File: src/rtl/leaf_stream_packetizer_pkg.sv
// Shared constants and types for the leaf stream packetizer family.
package leaf_stream_packetizer_pkg;

    localparam int PACKET_BITS           = 49;
    localparam int PAYLOAD_BITS          = 32;
    localparam int NUM_LEAF_BITS         = 5;
    localparam int NUM_PORT_BITS         = 4;
    localparam int NUM_ADDR_BITS         = 7;
    localparam int NUM_BRAM_ADDR_BITS    = 7;
    localparam int FREESPACE_UPDATE_SIZE = 64;

    // Packet field positions; the valid flag always occupies the MSB.
    localparam int ADDR_LSB  = PAYLOAD_BITS;
    localparam int PORT_LSB  = ADDR_LSB + NUM_ADDR_BITS;
    localparam int LEAF_LSB  = PORT_LSB + NUM_PORT_BITS;
    localparam int VALID_BIT = LEAF_LSB + NUM_LEAF_BITS;

    // Remote buffer depth, which is also the starting credit.
    localparam int CREDIT_MAX = 1 << NUM_BRAM_ADDR_BITS;

    typedef enum logic {
        IDLE = 1'b0,
        RUN  = 1'b1
    } pkt_state_t;

endpackage

File: src/rtl/leaf_credit_counter.sv
// Saturating credit counter: one credit consumed per accepted word, a block
// of credits returned per freespace update, clipped at the buffer depth.
module leaf_credit_counter #(
    parameter int COUNT_BITS  = 7,
    parameter int UPDATE_SIZE = 64
) (
    input  logic                clk,
    input  logic                reset,
    input  logic                dec_i,
    input  logic                upd_i,
    output logic [COUNT_BITS:0] count_o
);

    localparam int MAX_COUNT = 1 << COUNT_BITS;

    logic [COUNT_BITS:0]   count_q;
    logic [COUNT_BITS:0]   count_d;
    logic [COUNT_BITS+1:0] sum;

    // Net effect of consume and return in one cycle, then clip at full depth.
    always_comb begin
        sum = {1'b0, count_q};
        if (dec_i && (count_q != '0)) begin
            sum = sum - (COUNT_BITS+2)'(1);
        end
        if (upd_i) begin
            sum = sum + (COUNT_BITS+2)'(UPDATE_SIZE);
        end
        if (sum > (COUNT_BITS+2)'(MAX_COUNT)) begin
            count_d = (COUNT_BITS+1)'(MAX_COUNT);
        end else begin
            count_d = sum[COUNT_BITS:0];
        end
    end

    // Counter register; reset means the remote buffer is fully empty.
    always_ff @(posedge clk or posedge reset) begin
        if (reset) begin
            count_q <= (COUNT_BITS+1)'(MAX_COUNT);
        end else begin
            count_q <= count_d;
        end
    end

    assign count_o = count_q;

endmodule

File: src/rtl/leaf_stream_packetizer.sv
// Packetizer for one output port: wraps user words with destination header
// and wrapping BRAM address, holds one packet for the arbiter, and stalls the
// user when the remote buffer has no credit left.
module leaf_stream_packetizer
    import leaf_stream_packetizer_pkg::*;
(
    input  logic                          clk,
    input  logic                          reset,
    input  logic                          ap_start,
    input  logic                          cfg_vld,
    input  logic [NUM_LEAF_BITS-1:0]      cfg_dest_leaf,
    input  logic [NUM_PORT_BITS-1:0]      cfg_dest_port,
    input  logic [PAYLOAD_BITS-1:0]       din_leaf_user2interface,
    input  logic                          vld_user2interface,
    output logic                          ack_interface2user,
    output logic [PACKET_BITS-1:0]        dout_pkt,
    output logic                          vld_pkt,
    input  logic                          rdy_pkt,
    input  logic                          freespace_upd,
    output logic [NUM_BRAM_ADDR_BITS:0]   credit_count
);

    pkt_state_t                 state_q;
    pkt_state_t                 state_d;
    logic [NUM_LEAF_BITS-1:0]   leaf_q;
    logic [NUM_PORT_BITS-1:0]   port_q;
    logic [NUM_ADDR_BITS-1:0]   addr_q;
    logic [PACKET_BITS-1:0]     pkt_q;
    logic [PACKET_BITS-1:0]     pkt_d;
    logic                       vld_q;
    logic                       slot_free;
    logic                       accept;

    leaf_credit_counter #(
        .COUNT_BITS  (NUM_BRAM_ADDR_BITS),
        .UPDATE_SIZE (FREESPACE_UPDATE_SIZE)
    ) u_credit (
        .clk     (clk),
        .reset   (reset),
        .dec_i   (accept),
        .upd_i   (freespace_upd),
        .count_o (credit_count)
    );

    // Handshake: the holding slot frees up in the same cycle the arbiter takes it.
    always_comb begin
        slot_free = !vld_q || rdy_pkt;
        accept    = vld_user2interface && (state_q == RUN) && slot_free
                    && (credit_count != '0);
    end

    // Next state: start is one-way, only reset returns to IDLE.
    always_comb begin
        state_d = state_q;
        if ((state_q == IDLE) && ap_start) begin
            state_d = RUN;
        end
    end

    // Assemble the outgoing packet from the live header and payload.
    always_comb begin
        pkt_d                               = '0;
        pkt_d[VALID_BIT]                    = 1'b1;
        pkt_d[LEAF_LSB +: NUM_LEAF_BITS]    = leaf_q;
        pkt_d[PORT_LSB +: NUM_PORT_BITS]    = port_q;
        pkt_d[ADDR_LSB +: NUM_ADDR_BITS]    = addr_q;
        pkt_d[PAYLOAD_BITS-1:0]             = din_leaf_user2interface;
    end

    // State register.
    always_ff @(posedge clk or posedge reset) begin
        if (reset) begin
            state_q <= IDLE;
        end else begin
            state_q <= state_d;
        end
    end

    // Header capture, holding register and address pointer.
    always_ff @(posedge clk or posedge reset) begin
        if (reset) begin
            leaf_q <= '0;
            port_q <= '0;
            addr_q <= '0;
            pkt_q  <= '0;
            vld_q  <= 1'b0;
        end else begin
            if ((state_q == IDLE) && cfg_vld) begin
                leaf_q <= cfg_dest_leaf;
                port_q <= cfg_dest_port;
            end
            if (accept) begin
                pkt_q  <= pkt_d;
                vld_q  <= 1'b1;
                addr_q <= addr_q + 1'b1;
            end else if (rdy_pkt) begin
                vld_q  <= 1'b0;
            end
        end
    end

    assign ack_interface2user = accept;
    assign dout_pkt           = pkt_q;
    assign vld_pkt            = vld_q;

endmodule

File: config.mk
export PLATFORM = sky130hd
export DESIGN_NAME = leaf_stream_packetizer
export DESIGN_NICKNAME = d
export VERILOG_FILES = /design/src/rtl/leaf_stream_packetizer_pkg.sv /design/src/rtl/leaf_credit_counter.sv /design/src/rtl/leaf_stream_packetizer.sv
export SDC_FILE = /design/constraint.sdc
export NUM_CORES = 1
export LEC_CHECK = 0
export BUFFER_PORTS_ARGS = -buffer_cell sky130_fd_sc_hd__buf_4
export CORE_MARGIN = 2
export CORE_UTILIZATION = 45
export CTS_CLUSTER_SIZE = 10
export DETAILED_ROUTE_END_ITERATION = 8
export PLACE_DENSITY = 0.76
export SLEW_MARGIN = 25
export SYNTH_ARGS = -nofsm -noshare
export SYNTH_HDL_FRONTEND = slang
export SYNTH_SLANG_ARGS = --single-unit
File: constraint.sdc
create_clock -name clk -period 2.7 [get_ports clk]
set_clock_uncertainty 0.15 [all_clocks]
set_input_delay 0.135 -clock clk [delete_from_list [all_inputs] [get_ports clk]]
set_output_delay 0.135 -clock clk [all_outputs]
set_load 0.02 [all_outputs]
==> impl_metrics.ini, run 1 <==
[hold_path]
hold_class = input pin to flip-flop
hp-start = vld_user2interface

[synth]
synth_seq_area_share = 0.608
synth_top_family_by_area = simple AND/OR/NAND/NOR gates
synth_compound_area_frac = 0.0130
synth.largest_area_cell = dfrtp_1
yosys_warnings = 0
ys_top_cells_by_area = dfrtp_1 60%, nand2_1 19%, mux2_2 3.6%, xnor2_1 2.0%, buf_6 1.8%
synth_top_area_frac = 0.600
ys_ff_latch = 75
syn_nets = 359
synthMuxAreaShare = 0.0470
synth_fa_ha_area_frac = 0.0122
syn-cell-area_um2 = 3090
synth_area_per_cell_um2 = 10.0
yosys.area_share.simple = 0.255
ys_types = 35
synthXorXnorAreaFrac = 0.0255
synth_cells = 308

[worst_setup_path]
crit_type = flip-flop to primary output
end_kind = primary output
slowest_delay_ns = 0.49
crit_slowest_cell = or4_4
critical_path.cell_chain = or3_4 -> or4_4 -> nand2_8 -> inv_6 -> buf_4
reg2reg_from = u_credit.count_o[3]$_DFF_PP0_
crit_required_ns = 2.41
arrival_ns = 2.23
cp-start-kind = flip-flop
cp_max_fo = 55
crit_start = u_credit.count_o[3]$_DFF_PP0_

[placement]
dpl_cell_area_um2 = 3930
post-place-cells = 489
dp_hpwl_mm = 4.68
globalplace.congestion = 0.838
numPortBuffers = 106

[job]
cap_violations = 0

[cts]
cts_tree = done
htreeDepth = 3
cts-root-buf = clkbuf_8
insertion_delay_ns = 0.34
clockBufferDepth = 2
cts_made_buffers = 9
postCtsSetupBuffers = 0
clk_pin_slew_ns = 0.07
cts_sinks = 75

[global_routing]
antenna_found_initial = 0
track_usage = 0.206
grt_first_pass_wirelength_mm = 12.1
grt_max_degree = 56
first_global_vias = 2713
grt_overflow = 0

[sta]
worst_pin_slew_ns = 0.527
hold_violations = 0
rsz0062_at_grt = no
finalSetupViolCount = 0
slew_headroom = 0.648
slew_violations = 0
finalCritPeriodShare = 0.932
fin_setup_tns_ns = 0
fmax_ghz = 0.397
fin_crit_ns = 2.52

[final_layout]
instances_no_fill = 550
layout-drive-gt1-share = 0.321
nets = 516
layout_common_cells = 155 x nand2_1, 112 x buf_4, 73 x dfrtp_1
multiInputGateArea_um2 = 1100
final_common_cell = nand2_1
fin_area_um2 = 4600
area_growth_pct = 48.9
n_antenna_cell = 0
layout.area.seq_um2 = 1880
fillers = 520

[floorplan]
row_count = 30
coreArea_um2 = 6720
ios = 107
dieWidth_um = 86.8
dieArea_um2 = 7540
start_util = 0.459
die_y_um = 86.8

[detailed_routing]
vias = 2606
drc = 0
totalWireLength_mm = 7.34
drt_iter0_markers = 117
ant_nets = 0
first_pass_iters = 4
wl_per_cell_um = 13.4
vias_per_cell = 4.74

[power_and_ir_drop]
totalPowerFinal_uw = 4930
cellLeakagePower_uw = 0.00240
power.density_nw_per_um2 = 1070
max-vdd-ir-drop_mv = 0.480

[run_status]
status = finished, final reports clean
[per-stage QoR]
stage / hold slack [ns] / worst slack, ns / utilization
3_5_place_dp: 0.0695 / 0.102 / 0.585
3_3_place_gp: 0.0605 / 0.189 / 0.585
4_1_cts: 0.118 / 0.00474 / 0.682
5_1_grt: 0.176 / 0.00756 / 0.684
6_report: 0.141 / 0.183 / 0.684
2_1_floorplan: 0.0741 / 0.0488 / -
[sequential cells by signal, summed over array words and instances (netlist names)]
| name | flops |
|---|---|
| u_credit.count_o | 8 |
| state_q | 1 |
| port_q | 4 |
| vld_pkt | 1 |
| addr_q | 7 |
| leaf_q | 5 |
| dout_pkt | 49 |
[power by group]
| part | internal (uW) | total [uW] | leakage, uW | switching, uW |
|---|---|---|---|---|
| sequential | 1560 | 1850 | 0.000931 | 293 |
| combinational | 944 | 2210 | 0.00137 | 1270 |
| clock | 452 | 862 | 0.0000987 | 410 |
| total | 2960 | 4930 | 0.00240 | 1970 |
[layout make-up]
| class | count | share of cell area |
|---|---|---|
| inverter | 5 | 0.00517 |
| clock inverter | 6 | 0.0139 |
| timing repair buffer | 157 | 0.281 |
| tap | 80 | 0.0218 |
| sequential | 75 | 0.409 |
| multi-input combinational | 217 | 0.240 |
| clock buffer | 10 | 0.0299 |
[cell usage after synthesis (all sizes together)]
library cell,number
a211oi,1
a21oi,1
and4,1
buf,10
clkbuf,1
dfrtp,74
dfstp,1
ha,3
inv,5
mux2,10
mux2i,2
nand2,156
nand2b,3
nand3,2
nand4,3
nor2,9
nor2b,3
nor3,3
nor3b,1
nor4,2
o21a,1
o22ai,1
o41ai,1
or2,1
or3,2
or4,2
xnor2,7
xor2,2
[worst max-delay path, delay by kind of cell, from the launching register on]
family	cells	cell delay, ns
DFF	1	0.45
buffers and inverters	2	0.38
and+or+nand+nor	3	1.07
[per-layer routing]
layer / vias to the layer above / GRT usage / wire length, um
li1: 1287 / - / -
met4: 0 / 0.0852 / 131
met5: - / 0 / 0
met1: 1240 / 0.247 / 2980
met3: 15 / 0.0552 / 334
met2: 64 / 0.350 / 3900
[cell families after synthesis]
group,after synthesis
buffers and inverters,16
flip-flops,75
AO/OA/AOI/OAI,5
XOR/XNOR,9
adder cells (fa/ha/maj),3
multiplexers,12
AND/OR/NAND/NOR,188
[timing repair]
| item | 4_1_cts | 5_1_grt |
|---|---|---|
| gates resized for setup | 0 | 4 |
| hold buffers | 45 | 0 |
| endpoints found under the hold margin | 71 | 0 |
| setup endpoints to repair | 0 | 4 |
[worst paths after layout]
check / to / slack [ns] / cells past startpoint
worst max-delay path: ack_interface2user / 0.18 / 5
worst min-delay path: u_credit.count_o[2]$_DFF_PP0_ / 0.14 / 5
max in group asynchronous: dout_pkt[6]$_DFFE_PP0P_ / 1.37 / 4
worst max register to register: u_credit.count_o[1]$_DFF_PP0_ / 0.20 / 7
worst min register to register: dout_pkt[47]$_DFFE_PP0P_ / 0.31 / 2
min in group asynchronous: dout_pkt[15]$_DFFE_PP0P_ / 0.23 / 3
Note: power is estimated with default switching activity, not from simulation.
==> run 2, diff against run 1 <==
- ABC_AREA: unset -> 1
- CTS_BUF_LIST: unset -> sky130_fd_sc_hd__clkbuf_4
- PLACE_DENSITY: 0.76 -> 0.73
- clock period: 2.7 -> 3 ns (I/O delays scaled with it)
==> run 2 against run 1 <==
  * Synthesized area is 2.5% higher
  * Final cell count is 9.6% higher
  * Setup slack better by 0.33 ns
  * First-iteration DRC count is 15% lower
  * Total power down 5.9%
  * Critical path depth increased by 6
  * Final area up 1.7%
  * Combinational power hardly changed
  * Sequential power decreased by 9%
  * Critical path type is now flip-flop to flip-flop
==> impl_metrics.ini, run 2 <==
[run_status]
status = finished, final reports clean

[power_and_ir_drop]
totalPowerFinal_uw = 4640
switching_share = 0.426
power.density_nw_per_um2 = 992
p_int_uw = 2660
p_switching_uw = 1980
max-vdd-ir-drop_mv = 0.550
cellLeakagePower_uw = 0.00253
power_frac_clock = 0.152
pwr-share-seq = 0.365
pwr-share-comb = 0.484

[final_layout]
area_growth_pct = 47.8
n_antenna_cell = 0
layout-drive-gt1-share = 0.296
nets = 553
layout_common_cells = 168 x nand2_1, 109 x buf_4, 74 x dfrtp_1
largest_register_ffs = 49
instances_no_fill = 603
fin_area_um2 = 4680
final_common_cell = nand2_1

[floorplan]
ios = 107
coreArea_um2 = 6790
dieWidth_um = 87.9
row_count = 30
die_y_um = 87.9
start_util = 0.466
dieArea_um2 = 7720

[worst_setup_path]
crit_required_ns = 3.18
crit_top_cell = nand2_1
worstPathBufferInverterCount = 2
critical_path.cell_chain = inv_1 -> ha_1 -> nand2_2 -> o21ai_4 -> buf_4 -> nand2_1 -> nand2_1 -> nand3_1 -> nor2_2 -> nand3_2 -> a21oi_1
r2r_setup_slack_ns = 0.51
end_kind = flip-flop
crit_start = u_credit.count_o[0]$_DFF_PP0_
reg2reg_from = u_credit.count_o[0]$_DFF_PP0_
cp_top_family = buffers and inverters
crit_slowest_cell = buf_4
reg2reg_depth = 11
slowest_delay_ns = 0.50
cp_max_fo = 56
cp-start-kind = flip-flop
r2r-end = u_credit.count_o[5]$_DFF_PP0_
path_depth = 11
arrival_ns = 2.67
crit_type = flip-flop to flip-flop
endpoint = u_credit.count_o[5]$_DFF_PP0_

[global_routing]
track_usage = 0.211
grt_max_degree = 57
grt_first_pass_wirelength_mm = 12.5
first_global_vias = 2754
grt_overflow = 0
antenna_found_initial = 0

[detailed_routing]
drt_iter0_markers = 100
wl_per_cell_um = 12.8
vias_per_cell = 4.63
vias = 2794
totalWireLength_mm = 7.69
first_pass_iters = 4
ant_nets = 0
drc = 0

[placement]
pre_cts_slack_ns = 0.521
post-place-cells = 542
numPortBuffers = 106
dp_hpwl_mm = 4.91
globalplace.congestion = 0.781
dpl_cell_area_um2 = 4060

[hold_path]
hold_class = input pin to flip-flop

[cts]
cts_sinks = 75
cts-root-buf = clkbuf_4
clockBufferDepth = 2
insertion_delay_ns = 0.41
cts_tree = done
cts_made_buffers = 9
htreeDepth = 3
clk_pin_slew_ns = 0.12

[synth]
synth_top_family_by_area = simple AND/OR/NAND/NOR gates
synth_top_area_frac = 0.585
async_flop_share = 1.00
synth_compound_area_frac = 0.0308
synthMuxAreaShare = 0.0320
ys_top_cells_by_area = dfrtp_1 59%, nand2_1 20%, mux2_2 3.2%, inv_1 2.5%, xor2_1 1.9%
syn-cell-area_um2 = 3160
syn_nets = 399
synth.largest_area_cell = dfrtp_1
synthXorXnorAreaFrac = 0.0249
synth_seq_area_share = 0.594
yosysMostFrequentCell = nand2_1
synth_edf_count = 0
ys_types = 26
ys.flop_type = dfrtp_1
ys_ff_latch = 75
yosys.area_share.simple = 0.261
synth_area_per_cell_um2 = 9.09
synthTopCellsByCount = 168 x nand2_1, 74 x dfrtp_1, 21 x inv_1, 11 x nand3_1
synth_cells = 348
synth_fa_ha_area_frac = 0.0119
yosys_warnings = 0

[sta]
fin_setup_tns_ns = 0
hold_violations = 0
rsz0062_at_grt = no
fmax_ghz = 0.402
finalSetupViolCount = 0
fin_crit_ns = 2.49
worst_pin_slew_ns = 0.668
slew_violations = 0
finalCritPeriodShare = 0.828
worst_slack_ns = 0.515
slew_headroom = 0.554

[job]
cap_violations = 0
run 2: changes by cell type in the layout (fill, tap and decap cells not counted), sizes merged, moves of 3 or more:
cell,delta
nand3,+11
inv,+18
xor2,+5
nor3,-3
nor2b,-3
xnor2,-5
nand2,+15
nor2,+4
nand2b,-3
o21ai,+9
a21oi,+5
run 2: how the worst min path moves through the flow:
| stage | from | endpoint | slack [ns] | depth (start not counted) |
|---|---|---|---|---|
| 2_1_floorplan | rdy_pkt | vld_pkt$_DFFE_PP0P_ | 0.1 | 1 |
| 3_3_place_gp | reset | dout_pkt[26]$_DFFE_PP0P_ | 0.14 | 2 |
| 3_5_place_dp | reset | dout_pkt[14]$_DFFE_PP0P_ | 0.15 | 2 |
| 4_1_cts | vld_user2interface | u_credit.count_o[2]$_DFF_PP0_ | 0.11 | 7 |
| 5_1_grt | vld_user2interface | u_credit.count_o[4]$_DFF_PP0_ | 0.16 | 7 |
| 6_report | vld_user2interface | u_credit.count_o[2]$_DFF_PP0_ | 0.14 | 7 |
run 2: per-stage QoR:
step	util	hold WS [ns]
floorplan	-	0.0964
global placement	0.597	0.144
global route	0.688	0.163
detailed placement	0.597	0.153
CTS	0.688	0.113
finish	0.688	0.135
run 2: worst min-delay path, delay by kind of cell:
| family | cells | cell delay, ns |
|---|---|---|
| buf+inv | 2 | 0.18 |
| compound gates | 1 | 0.04 |
| simple gates | 4 | 0.30 |
run 2: final cells by class:
| class | count | area, um^2 |
|---|---|---|
| Timing Repair Buffer | 155 | 1290 |
| Clock inverter | 7 | 98.8 |
| Sequential cell | 75 | 1880 |
| Clock buffer | 9 | 67.6 |
| Multi-Input combinational cell | 239 | 1140 |
| Inverter | 22 | 82.6 |
| Fill cell | 537 | 2120 |
| Tap cell | 96 | 120 |
run 2: timing repair:
item / CTS / global route
hold buffers: 45 / 0
gates resized for setup: 0 / 0
setup buffers: 0 / 0
endpoints found under the hold margin: 81 / 0
setup endpoints to repair: 0 / 0
run 2: kinds of logic (layout without fill, tap and decap cells):
family                   after synthesis  after routing
AO/OA/AOI/OAI                         16             16
adder cells (fa/ha/maj)                3              3
AND/OR/NAND/NOR                      202            202
XOR/XNOR                               9              9
flip-flops                            75             75
multiplexers                           9              9
buffers and inverters                 34            193
run 2: power by group through the flow:
stage,logic [uW],registers [uW],clock network (uW)
6_report,2240,1690,703
5_1_grt,2470,1740,768
4_1_cts,2260,1680,721
3_5_place_dp,2210,1690,0
3_3_place_gp,2150,1690,0
2_1_floorplan,939,2100,0
run 2: per-layer routing:
| metal | part of all wire | track usage | vias to the layer above |
|---|---|---|---|
| met5 | 0 | 0 | - |
| met2 | 0.54 | 0.371 | 74 |
| met1 | 0.40 | 0.253 | 1327 |
| met3 | 0.051 | 0.0434 | 12 |
| met4 | 0.011 | 0.0881 | 0 |
| li1 | - | - | 1381 |
